===== src/rtl/mem_port_arbiter.sv =====
// rtl/mem_port_arbiter.sv - fetch/data arbiter for a shared single-port synchronous memory.
// Optional feature macro: MEM_ARB_RR_EN (round-robin tie-breaking instead of data-over-fetch).
module mem_port_arbiter #(
    parameter int READ_LAT = 1,
    parameter int ADDR_W   = 5,
    parameter int DATA_W   = 8
) (
    input  logic              clk,
    input  logic              reset,
    input  logic              if_req,
    input  logic [ADDR_W-1:0] if_addr,
    output logic [DATA_W-1:0] if_rdata,
    output logic              if_valid,
    input  logic              d_rd,
    input  logic              d_wr,
    input  logic [ADDR_W-1:0] d_addr,
    input  logic [DATA_W-1:0] d_wdata,
    output logic [DATA_W-1:0] d_rdata,
    output logic              d_valid,
    output logic              stall,
    output logic              mem_en,
    output logic              mem_we,
    output logic [ADDR_W-1:0] mem_addr,
    output logic [DATA_W-1:0] mem_wdata,
    input  logic [DATA_W-1:0] mem_rdata
);
    localparam int   CNT_W     = 2;
    localparam logic OWN_FETCH = 1'b0;
    localparam logic OWN_DATA  = 1'b1;

    typedef enum logic [1:0] {IDLE, RD_WAIT, DONE} state_t;

    state_t            r_state, w_state_nxt;
    logic [CNT_W-1:0]  r_cnt, w_cnt_nxt;
    logic              r_owner, w_owner_nxt;
    logic              r_mem_en, w_mem_en_nxt;
    logic              r_mem_we, w_mem_we_nxt;
    logic [ADDR_W-1:0] r_mem_addr, w_mem_addr_nxt;
    logic [DATA_W-1:0] r_mem_wdata, w_mem_wdata_nxt;
    logic [DATA_W-1:0] r_if_rdata, w_if_rdata_nxt;
    logic [DATA_W-1:0] r_d_rdata, w_d_rdata_nxt;
    logic              r_if_valid, w_if_valid_nxt;
    logic              r_d_valid, w_d_valid_nxt;
    logic              w_d_req;
    logic              w_pick_d;

    assign w_d_req = d_rd | d_wr;

`ifdef MEM_ARB_RR_EN
    logic r_last_d, w_last_d_nxt;
    // On a tie, data wins only if fetch won the previous tie.
    assign w_pick_d = w_d_req & (~if_req | ~r_last_d);
`else
    assign w_pick_d = w_d_req;
`endif

    always_comb begin
        w_state_nxt     = r_state;
        w_cnt_nxt       = r_cnt;
        w_owner_nxt     = r_owner;
        w_mem_en_nxt    = 1'b0;
        w_mem_we_nxt    = 1'b0;
        w_mem_addr_nxt  = r_mem_addr;
        w_mem_wdata_nxt = r_mem_wdata;
        w_if_rdata_nxt  = r_if_rdata;
        w_d_rdata_nxt   = r_d_rdata;
        w_if_valid_nxt  = 1'b0;
        w_d_valid_nxt   = 1'b0;
`ifdef MEM_ARB_RR_EN
        w_last_d_nxt    = r_last_d;
`endif
        case (r_state)
            IDLE: begin
                if (w_d_req | if_req) begin
                    w_owner_nxt    = w_pick_d ? OWN_DATA : OWN_FETCH;
                    w_mem_en_nxt   = 1'b1;
                    w_mem_we_nxt   = w_pick_d & d_wr;
                    w_mem_addr_nxt = w_pick_d ? d_addr : if_addr;
                    if (w_pick_d) begin
                        w_mem_wdata_nxt = d_wdata;
                    end
                    w_state_nxt = RD_WAIT;
`ifdef MEM_ARB_RR_EN
                    if (w_d_req & if_req) begin
                        w_last_d_nxt = w_pick_d;
                    end
`endif
                end
            end
            RD_WAIT: begin
                // First RD_WAIT cycle is the memory issue cycle.
                if (r_mem_en) begin
                    if (r_mem_we) begin
                        w_d_valid_nxt = 1'b1;
                        w_state_nxt   = DONE;
                    end else begin
                        w_cnt_nxt = CNT_W'(READ_LAT - 1);
                    end
                end else if (r_cnt == '0) begin
                    if (r_owner == OWN_DATA) begin
                        w_d_rdata_nxt = mem_rdata;
                        w_d_valid_nxt = 1'b1;
                    end else begin
                        w_if_rdata_nxt = mem_rdata;
                        w_if_valid_nxt = 1'b1;
                    end
                    w_state_nxt = DONE;
                end else begin
                    w_cnt_nxt = r_cnt - 1'b1;
                end
            end
            DONE: begin
                w_state_nxt = IDLE;
            end
            default: begin
                w_state_nxt = IDLE;
            end
        endcase
    end

    always_ff @(posedge clk) begin
        if (!reset) begin
            r_state     <= IDLE;
            r_cnt       <= '0;
            r_owner     <= OWN_FETCH;
            r_mem_en    <= 1'b0;
            r_mem_we    <= 1'b0;
            r_mem_addr  <= '0;
            r_mem_wdata <= '0;
            r_if_rdata  <= '0;
            r_d_rdata   <= '0;
            r_if_valid  <= 1'b0;
            r_d_valid   <= 1'b0;
`ifdef MEM_ARB_RR_EN
            r_last_d    <= 1'b0;
`endif
        end else begin
            r_state     <= w_state_nxt;
            r_cnt       <= w_cnt_nxt;
            r_owner     <= w_owner_nxt;
            r_mem_en    <= w_mem_en_nxt;
            r_mem_we    <= w_mem_we_nxt;
            r_mem_addr  <= w_mem_addr_nxt;
            r_mem_wdata <= w_mem_wdata_nxt;
            r_if_rdata  <= w_if_rdata_nxt;
            r_d_rdata   <= w_d_rdata_nxt;
            r_if_valid  <= w_if_valid_nxt;
            r_d_valid   <= w_d_valid_nxt;
`ifdef MEM_ARB_RR_EN
            r_last_d    <= w_last_d_nxt;
`endif
        end
    end

    // Stall drops only in the cycle where every raised request is completing.
    assign stall = (if_req | w_d_req) &
                   ~((~if_req | r_if_valid) & (~w_d_req | r_d_valid));

    assign if_rdata  = r_if_rdata;
    assign if_valid  = r_if_valid;
    assign d_rdata   = r_d_rdata;
    assign d_valid   = r_d_valid;
    assign mem_en    = r_mem_en;
    assign mem_we    = r_mem_we;
    assign mem_addr  = r_mem_addr;
    assign mem_wdata = r_mem_wdata;
endmodule


===== config.mk =====
export PLATFORM = sky130hd
export DESIGN_NAME = mem_port_arbiter
export DESIGN_NICKNAME = d
export VERILOG_FILES = /design/src/rtl/mem_port_arbiter.sv
export SDC_FILE = /design/constraint.sdc
export NUM_CORES = 1
export LEC_CHECK = 0
export BUFFER_PORTS_ARGS = -buffer_cell sky130_fd_sc_hd__clkbuf_2
export CAP_MARGIN = 20
export CORE_UTILIZATION = 44
export CTS_BUF_LIST = sky130_fd_sc_hd__clkbuf_4 sky130_fd_sc_hd__clkbuf_8
export CTS_CLUSTER_SIZE = 12
export DETAILED_ROUTE_END_ITERATION = 16
export PLACE_DENSITY = 0.78
export SLEW_MARGIN = 30
export SYNTH_ARGS = -nofsm -noshare
export SYNTH_HDL_FRONTEND = slang
export SYNTH_SLANG_ARGS = --single-unit

===== constraint.sdc =====
create_clock -name clk -period 1.3 [get_ports clk]
set_clock_uncertainty 0.1 [all_clocks]
set_input_delay 0.39 -clock clk [delete_from_list [all_inputs] [get_ports clk]]
set_output_delay 0.39 -clock clk [all_outputs]
set_load 0.05 [all_outputs]

Word-level counts from Yosys, hierarchy flattened

Cells that the tools add are included.

Flip-flop bits (word level): 38
Input port bits: 31
Output and inout bits: 34
Logic and storage cells: 61

Add/sub/neg operators: 1
Equality and inequality tests: 6
Muxes and demuxes: 16
Bitwise operators: 15
Reductions and logical operators: 12

Operator list:

| operator            | number |
|---|---|
| $mux 2              | 7 |
| $reduce_and 3->1    | 4 |
| $not 1->1           | 8 |
| $reduce_and 4->1    | 2 |
| $mux 1              | 7 |
| $ne 2x2->1 const B  | 3 |
| $ne 3x3->1 const B  | 2 |
| $reduce_and 2->1    | 3 |
| $mux 5              | 1 |
| $logic_not 2->1     | 2 |
| $or 1x1->1          | 4 |
| $pmux 2 s2          | 1 |
| $reduce_or 4->1     | 1 |
| $and 1x1->1         | 3 |
| $eq 2x1->1 const B  | 1 |
| $sub 2x1->2 const B | 1 |

Longest topological paths before layout

Gate-level depths: netlist of the first run.

Depth after elaboration: 6
Depth in mapped cells: 6

Least setup slack after synthesis of the first run

No wires, ideal clock.

Path kind: input-to-output
From: input port d_wr
To: output port stall
Arrival time: 1360 ps
Path slack: -550 ps
Stages: 3
Cells stage by stage: nor2_2 buf_2 o22ai_1

Word-level cells in the longest chain between the ends: 6
Elaborated cells on any way between the ends: 7
Those cells by class: 7 x bitwise

Ends and longest elaborated chain:

| element            | line | source |
|---|---|---|
| start: declaration | 15   | `input logic d_wr,` |
| $or 1x1->1 (*)     | 47   | `assign w_d_req = d_rd \| d_wr;` |
| $not 1->1          | 157  | `~((~if_req \| r_if_valid) & (~w_d_req \| r_d_valid));` |
| $or 1x1->1         | 157  |  |
| $and 1x1->1        | 157  |  |
| $not 1->1          | 157  |  |
| $and 1x1->1 (*)    | 156  | `assign stall = (if_req \| w_d_req) &` |
| end: declaration   | 20   | `output logic stall,` |

Mark *: on every way between the ends. The rest lies on a longest branch, timed or not.

Final worst setup path of the first run

From: register r_if_valid, in the netlist if_valid
To: output port stall

Word-level cells in the longest chain between the ends: 4

Ends and longest elaborated chain:

| element                  | line | source |
|---|---|---|
| start: declaration       | 42   | `logic r_if_valid, w_if_valid_nxt;` |
| start signal: assignment | 147  | `r_if_valid <= w_if_valid_nxt;` |
| $or 1x1->1               | 157  |  |
| $and 1x1->1              | 157  |  |
| $not 1->1                | 157  |  |
| $and 1x1->1              | 156  |  |

No other way between the ends.

==> run_results.csv, run 1 <==
group,metric,value,unit
logic_synthesis,synthesis.nets,202,
global_routing,grt_max_degree,25,
global_routing,grt_pass1_wl,6.69,mm
setup_path,worstPathArrival,1.10,ns
setup_path,critPathLaunchType,"register",
detailed_routing,drc,0,
logic_synthesis,synth_xor_area_frac,0,
worst_hold_path,hold_class,"in -> reg",
logic_synthesis,synth_fa_ha_area_frac,0.00817,
timing,layout_min_cycle_time,1.59,ns
detailed_routing,detail_route.wl_per_cell,15.5,um
logic_synthesis,synth_area,0.00153,mm2
setup_path,r2r_cells,6,
place,place_inst,285,
timing,fmax,629,MHz
global_routing,overflow,0,
die,fp.dieArea,0.00372,mm2
setup_path,critPathSlowestCell,"dfxtp_2",
pwr,p_total,3.85,mW
job,max-cap-violations,0,
logic_synthesis,ys_ff_latch,38,
logic_synthesis,synth_edf_count,0,
clock_network,cts_max_path_buffers,2,
setup_path,worstSetupPathDepth,2,
die,fp-row-count,21,
logic_synthesis,synth-compound-area-share,0.127,
layout,multi_input_area,791,um2
timing,rsz0062_at_grt,"yes",
logic_synthesis,synth_ff_type,"dfxtp_1",
place,hpwl,2.59,mm
place,io_buffers,64,
logic_synthesis,syn_inst,170,
global_routing,grt_pass1_vias,1471,
detailed_routing,wl_met1,1.86,mm
layout,register_area,812,um2
logic_synthesis,synth_top_family_by_area,"simple AND/OR/NAND/NOR gates",
pwr,peakVddDrop,0.00107,V
global_routing,grt_use_total,0.255,
timing,final_hold_viol_count,0,
setup_path,worstPathRequired,0.81,ns
layout,layout.nets,292,
timing,relSlewSlack,0.774,
clock_network,cts_tree,"done",
logic_synthesis,synth_top_area_share,0.497,
layout,stdcell_count,307,
detailed_routing,highest_layer,"met4",
clock_network,holdBufCountCts,0,
setup_path,end_kind,"output port",
die,die-width,61.0,um
detailed_routing,vias,1585,
pwr,p_leak,1.27,nW
setup_path,crit_chain,"o22ai_4 > buf_8",
die,start_util,0.459,
die,die_h,61.0,um
setup_path,crit_buf_inv,1,
timing,tightest_slew,0.339,ns
detailed_routing,ant_nets,0,
clock_network,insertion_delay,0.37,ns
layout,layout_common_cells,"nand2_1, dfxtp_2, clkbuf_2",
place,routabilityCongestion,0.782,
outcome,violations,"setup timing",
setup_path,cp_max_fo,2,
layout,fillers,176,
layout,antenna_cells,0,
logic_synthesis,yosysSeqAreaShare,0.497,
clock_network,htreeDepth,2,
detailed_routing,met3_length,238,um
detailed_routing,dr_wl_met2,2.58,mm
detailed_routing,avgViaCountPerCell,5.16,
die,coreArea,0.00334,mm2
detailed_routing,dr.pass1.iters,6,
outcome,outcome,"finished with violations",
logic_synthesis,yosys.area_share.simple,0.203,
setup_path,cpPeakStageDelay,0.36,ns
timing,worst_slack,-0.289,ns
pwr,powerDensity,1390,mW/mm2
setup_path,critPathKind,"reg -> out",
layout,drive_gt1_frac,0.613,
logic_synthesis,avgSynthCellArea,9.01,um2
layout,fin_util,0.829,
layout,final_common_cell,"nand2_1",
setup_path,path_delay_family,"flip-flops",
clock_network,clock-root-buffer,"clkbuf_4",
worst_hold_path,hold_depth,3,
timing,fin_crit_sh,1.22,
detailed_routing,routed_wl,4.76,mm
logic_synthesis,ys_top_cells_by_area,"dfxtp_1, mux2i_1, nand2_1",
clock_network,clkTransAtPathRegs,0.13,ns
timing,drv_slew,0,
logic_synthesis,async_flop_share,0,
logic_synthesis,synth_mux_area_frac,0.118,
clock_network,cts_buffers,5,
place,pre_cts_slack,-0.219,ns
logic_synthesis,ys_types,27,
detailed_routing,drt-initial-drc-count,135,
logic_synthesis,yosysTopAreaCell,"dfxtp_1",
clock_network,cts.sinks,38,
layout,syn_to_final_growth,80.6,%
die,boundaryPins,65,
global_routing,antenna_found_initial,0,
timing,setup-violations-final,42,
logic_synthesis,ys_warn_count,0,
[flip-flops by register name, summed over array words and instances (netlist names)]
| name | count |
|---|---|
| d_rdata | 8 |
| d_valid | 1 |
| mem_wdata | 8 |
| mem_we | 1 |
| r_cnt | 2 |
| r_owner | 1 |
| mem_en | 1 |
| if_valid | 1 |
| mem_addr | 5 |
| r_state | 2 |
| if_rdata | 8 |
[timing repair]
action / in CTS / in global routing
buffers inserted: 9 / 6
gates resized for setup: 116 / 44
pin swaps: 1 / 2
gates cloned: 0 / 0
setup endpoints to repair: 53 / 64
endpoints found under the hold margin: 0 / 0
[cell usage after synthesis, drive strengths merged (2+ instances only)]
library cell,n
a311oi,5
mux2i,18
and3,2
nand3,10
inv,4
or2,2
dfxtp,38
buf,6
clkbuf,5
o21ai,9
or3,3
nor2b,2
nand2,41
a21oi,18
nor2,2
[worst min-delay path: stages]
cell	delay, ns
clkbuf_2	0.08
nand3_1	0.05
a21oi_1	0.05
[per-layer routing]
layer | track usage | vias to the layer above
met5 | 0 | -
met4 | 0.110 | 0
met3 | 0.0810 | 8
met2 | 0.436 | 62
met1 | 0.292 | 755
li1 | - | 760
[path summary, 6_finish.rpt]
check | start | to | slack [ns]
worst min register to register | if_rdata[4] | if_rdata[4] | 0.38
worst max register to register | r_cnt[1] | if_rdata[5] | -0.14
worst max-delay path | if_valid | stall | -0.29
worst min-delay path | d_wdata[5] | mem_wdata[5] | 0.14
[cell families (layout without fill, tap and decap cells)]
kind of cell               count (synthesis)  after routing
AOI/OAI and AO/OA                         33             33
and+or+nand+nor                           65             65
buffers and inverters                     15            106
adders and majority gates                  1              1
DFF                                       38             38
muxes                                     18             18
[metrics by stage]
step	TNS [ns]	area (um2)	hold WS, ns
2_1_floorplan	-0.152	1580	0.338
3_5_place_dp	-2.75	2040	0.352
5_1_grt	-5.06	2770	0.143
3_3_place_gp	-2.48	2040	0.344
6_report	-3.43	2770	0.139
4_1_cts	-3.32	2640	0.140
[report_power, final]
| group | internal, mW | leakage, nW | switching (mW) |
|---|---|---|---|
| combinational | 0.667 | 0.890 | 0.731 |
| clock | 0.601 | 0.0554 | 0.429 |
| sequential | 1.30 | 0.327 | 0.116 |
[area by class of cell]
class                           count  area share
Timing Repair Buffer               94       0.356
Sequential cell                    38       0.294
Multi-Input combinational cell    117       0.286
Clock inverter                      3      0.0249
Tap cell                           46      0.0208
Clock buffer                        5      0.0136
Inverter                            4     0.00543
Power figures use the tool's default switching activity.
==> run 2, diff against run 1 <==
- MAX_ROUTING_LAYER: unset -> met4
==> run_results.csv, run 2 (synthesized netlist as in run 1, its figures left out) <==
group,metric,value,unit
timing,relSlewSlack,0.765,
pwr,powerDensity,1390,mW/mm2
clock_network,holdBufCountCts,0,
setup_path,end_kind,"output port",
timing,drv_slew,0,
die,boundaryPins,65,
detailed_routing,avgViaCountPerCell,5.20,
die,die-width,61.0,um
timing,worst_slack,-0.294,ns
timing,tightest_slew,0.352,ns
die,start_util,0.459,
global_routing,grt_pass1_vias,1471,
layout,layout_common_cells,"nand2_1, dfxtp_2, clkbuf_2",
die,die_h,61.0,um
job,max-cap-violations,0,
die,coreArea,0.00334,mm2
die,fp.dieArea,0.00372,mm2
setup_path,critPathKind,"reg -> out",
global_routing,grt_max_degree,25,
clock_network,clock-root-buffer,"clkbuf_4",
place,place_inst,285,
detailed_routing,detail_route.wl_per_cell,15.5,um
layout,fin_util,0.829,
detailed_routing,drc,0,
global_routing,grt_pass1_wl,6.69,mm
setup_path,r2r_cells,6,
clock_network,cts_tree,"done",
global_routing,antenna_found_initial,0,
clock_network,cts_max_path_buffers,2,
global_routing,overflow,0,
global_routing,grt_use_total,0.263,
detailed_routing,ant_nets,0,
setup_path,r2r-end,"if_rdata[5]",
timing,setup-violations-final,42,
place,io_buffers,64,
timing,final_hold_viol_count,0,
die,fp-row-count,21,
timing,rsz0062_at_grt,"yes",
outcome,violations,"setup timing",
setup_path,worstPathArrival,1.10,ns
layout,antenna_cells,0,
setup_path,rr_startpoint,"r_cnt[1]",
layout,fillers,176,
worst_hold_path,hold_class,"in -> reg",
layout,stdcell_count,307,
worst_hold_path,hold_depth,3,
setup_path,critPathLaunchType,"register",
worst_hold_path,whs_endpoint,"mem_wdata[4]",
layout,drive_gt1_frac,0.613,
clock_network,cts_buffers,5,
timing,fmax,627,MHz
place,hpwl,2.59,mm
layout,final_common_cell,"nand2_1",
layout,syn_to_final_growth,80.6,%
clock_network,cts.sinks,38,
clock_network,insertion_delay,0.37,ns
detailed_routing,dr.pass1.iters,4,
timing,layout_min_cycle_time,1.59,ns
clock_network,clkTransAtPathRegs,0.13,ns
pwr,peakVddDrop,0.00107,V
worst_hold_path,hp-start,"d_wdata[4]",
pwr,p_leak,1.27,nW
setup_path,r2r_setup_slack,-0.14,ns
outcome,outcome,"finished with violations",
detailed_routing,routed_wl,4.76,mm
timing,tns,-3.37,ns
detailed_routing,drt-initial-drc-count,137,
place,routabilityCongestion,0.792,
clock_network,htreeDepth,2,
timing,fin_crit_sh,1.23,
detailed_routing,vias,1596,
layout,layout.nets,292,
setup_path,cp_max_fo,2,
setup_path,worstPathRequired,0.81,ns
## run 2: cell counts in the layout (fill, tap and decap cells not counted)
Identical to the previous run, type by type.
## run 2: final cells by class
cell class,instances,area (um2),share of cell area
Tap cell,46,57.6,0.0208
Clock buffer,5,37.5,0.0136
Sequential cell,38,812,0.294
Inverter,4,15.0,0.00543
Timing Repair Buffer,94,985,0.356
Multi-Input combinational cell,117,791,0.286
Clock inverter,3,68.8,0.0249
## run 2: power breakdown
group | total (mW) | internal [mW] | switching, mW
combinational | 1.40 | 0.667 | 0.732
sequential | 1.42 | 1.30 | 0.116
clock | 1.02 | 0.601 | 0.422
## run 2: timing repair
item                       in CTS  in global routing
setup endpoints to repair      53                 64
setup buffers                   9                  6
pin swaps                       1                  2
resized for setup             116                 44
## run 2: worst max-delay path, stage by stage (launching register included)
cell and delay [ns]:
dfxtp_2 0.36, o22ai_4 0.19, buf_8 0.18
## run 2: worst max path at each step
| stage | startpoint | endpoint | slack (ns) | cells past startpoint |
|---|---|---|---|---|
| 2_1_floorplan | d_wr | stall | -0.13 | 3 |
| 3_3_place_gp | if_req | stall | -0.21 | 4 |
| 3_5_place_dp | if_req | stall | -0.22 | 4 |
| 4_1_cts | if_valid | stall | -0.29 | 2 |
| 5_1_grt | if_valid | stall | -0.30 | 2 |
| 6_report | if_valid | stall | -0.29 | 2 |
## run 2: per-stage QoR
stage                     setup slack (ns)  hold WS (ns)  power (mW)  area (um2)
final                               -0.294         0.145        3.84        2770
after global routing                -0.303         0.145        3.99        2770
after CTS                           -0.295         0.140        3.67        2640
after detailed placement            -0.219         0.352        2.37        2040
after global placement              -0.214         0.344        2.36        2040
after floorplan                     -0.135         0.338        2.08        1580
## run 2: per-layer routing
metal	track usage	up-vias	routed length [um]
li1	-	761	-
met2	0.438	67	2570
met3	0.0810	8	265
met5	-	-	0
met1	0.290	760	1840
met4	0.110	0	87
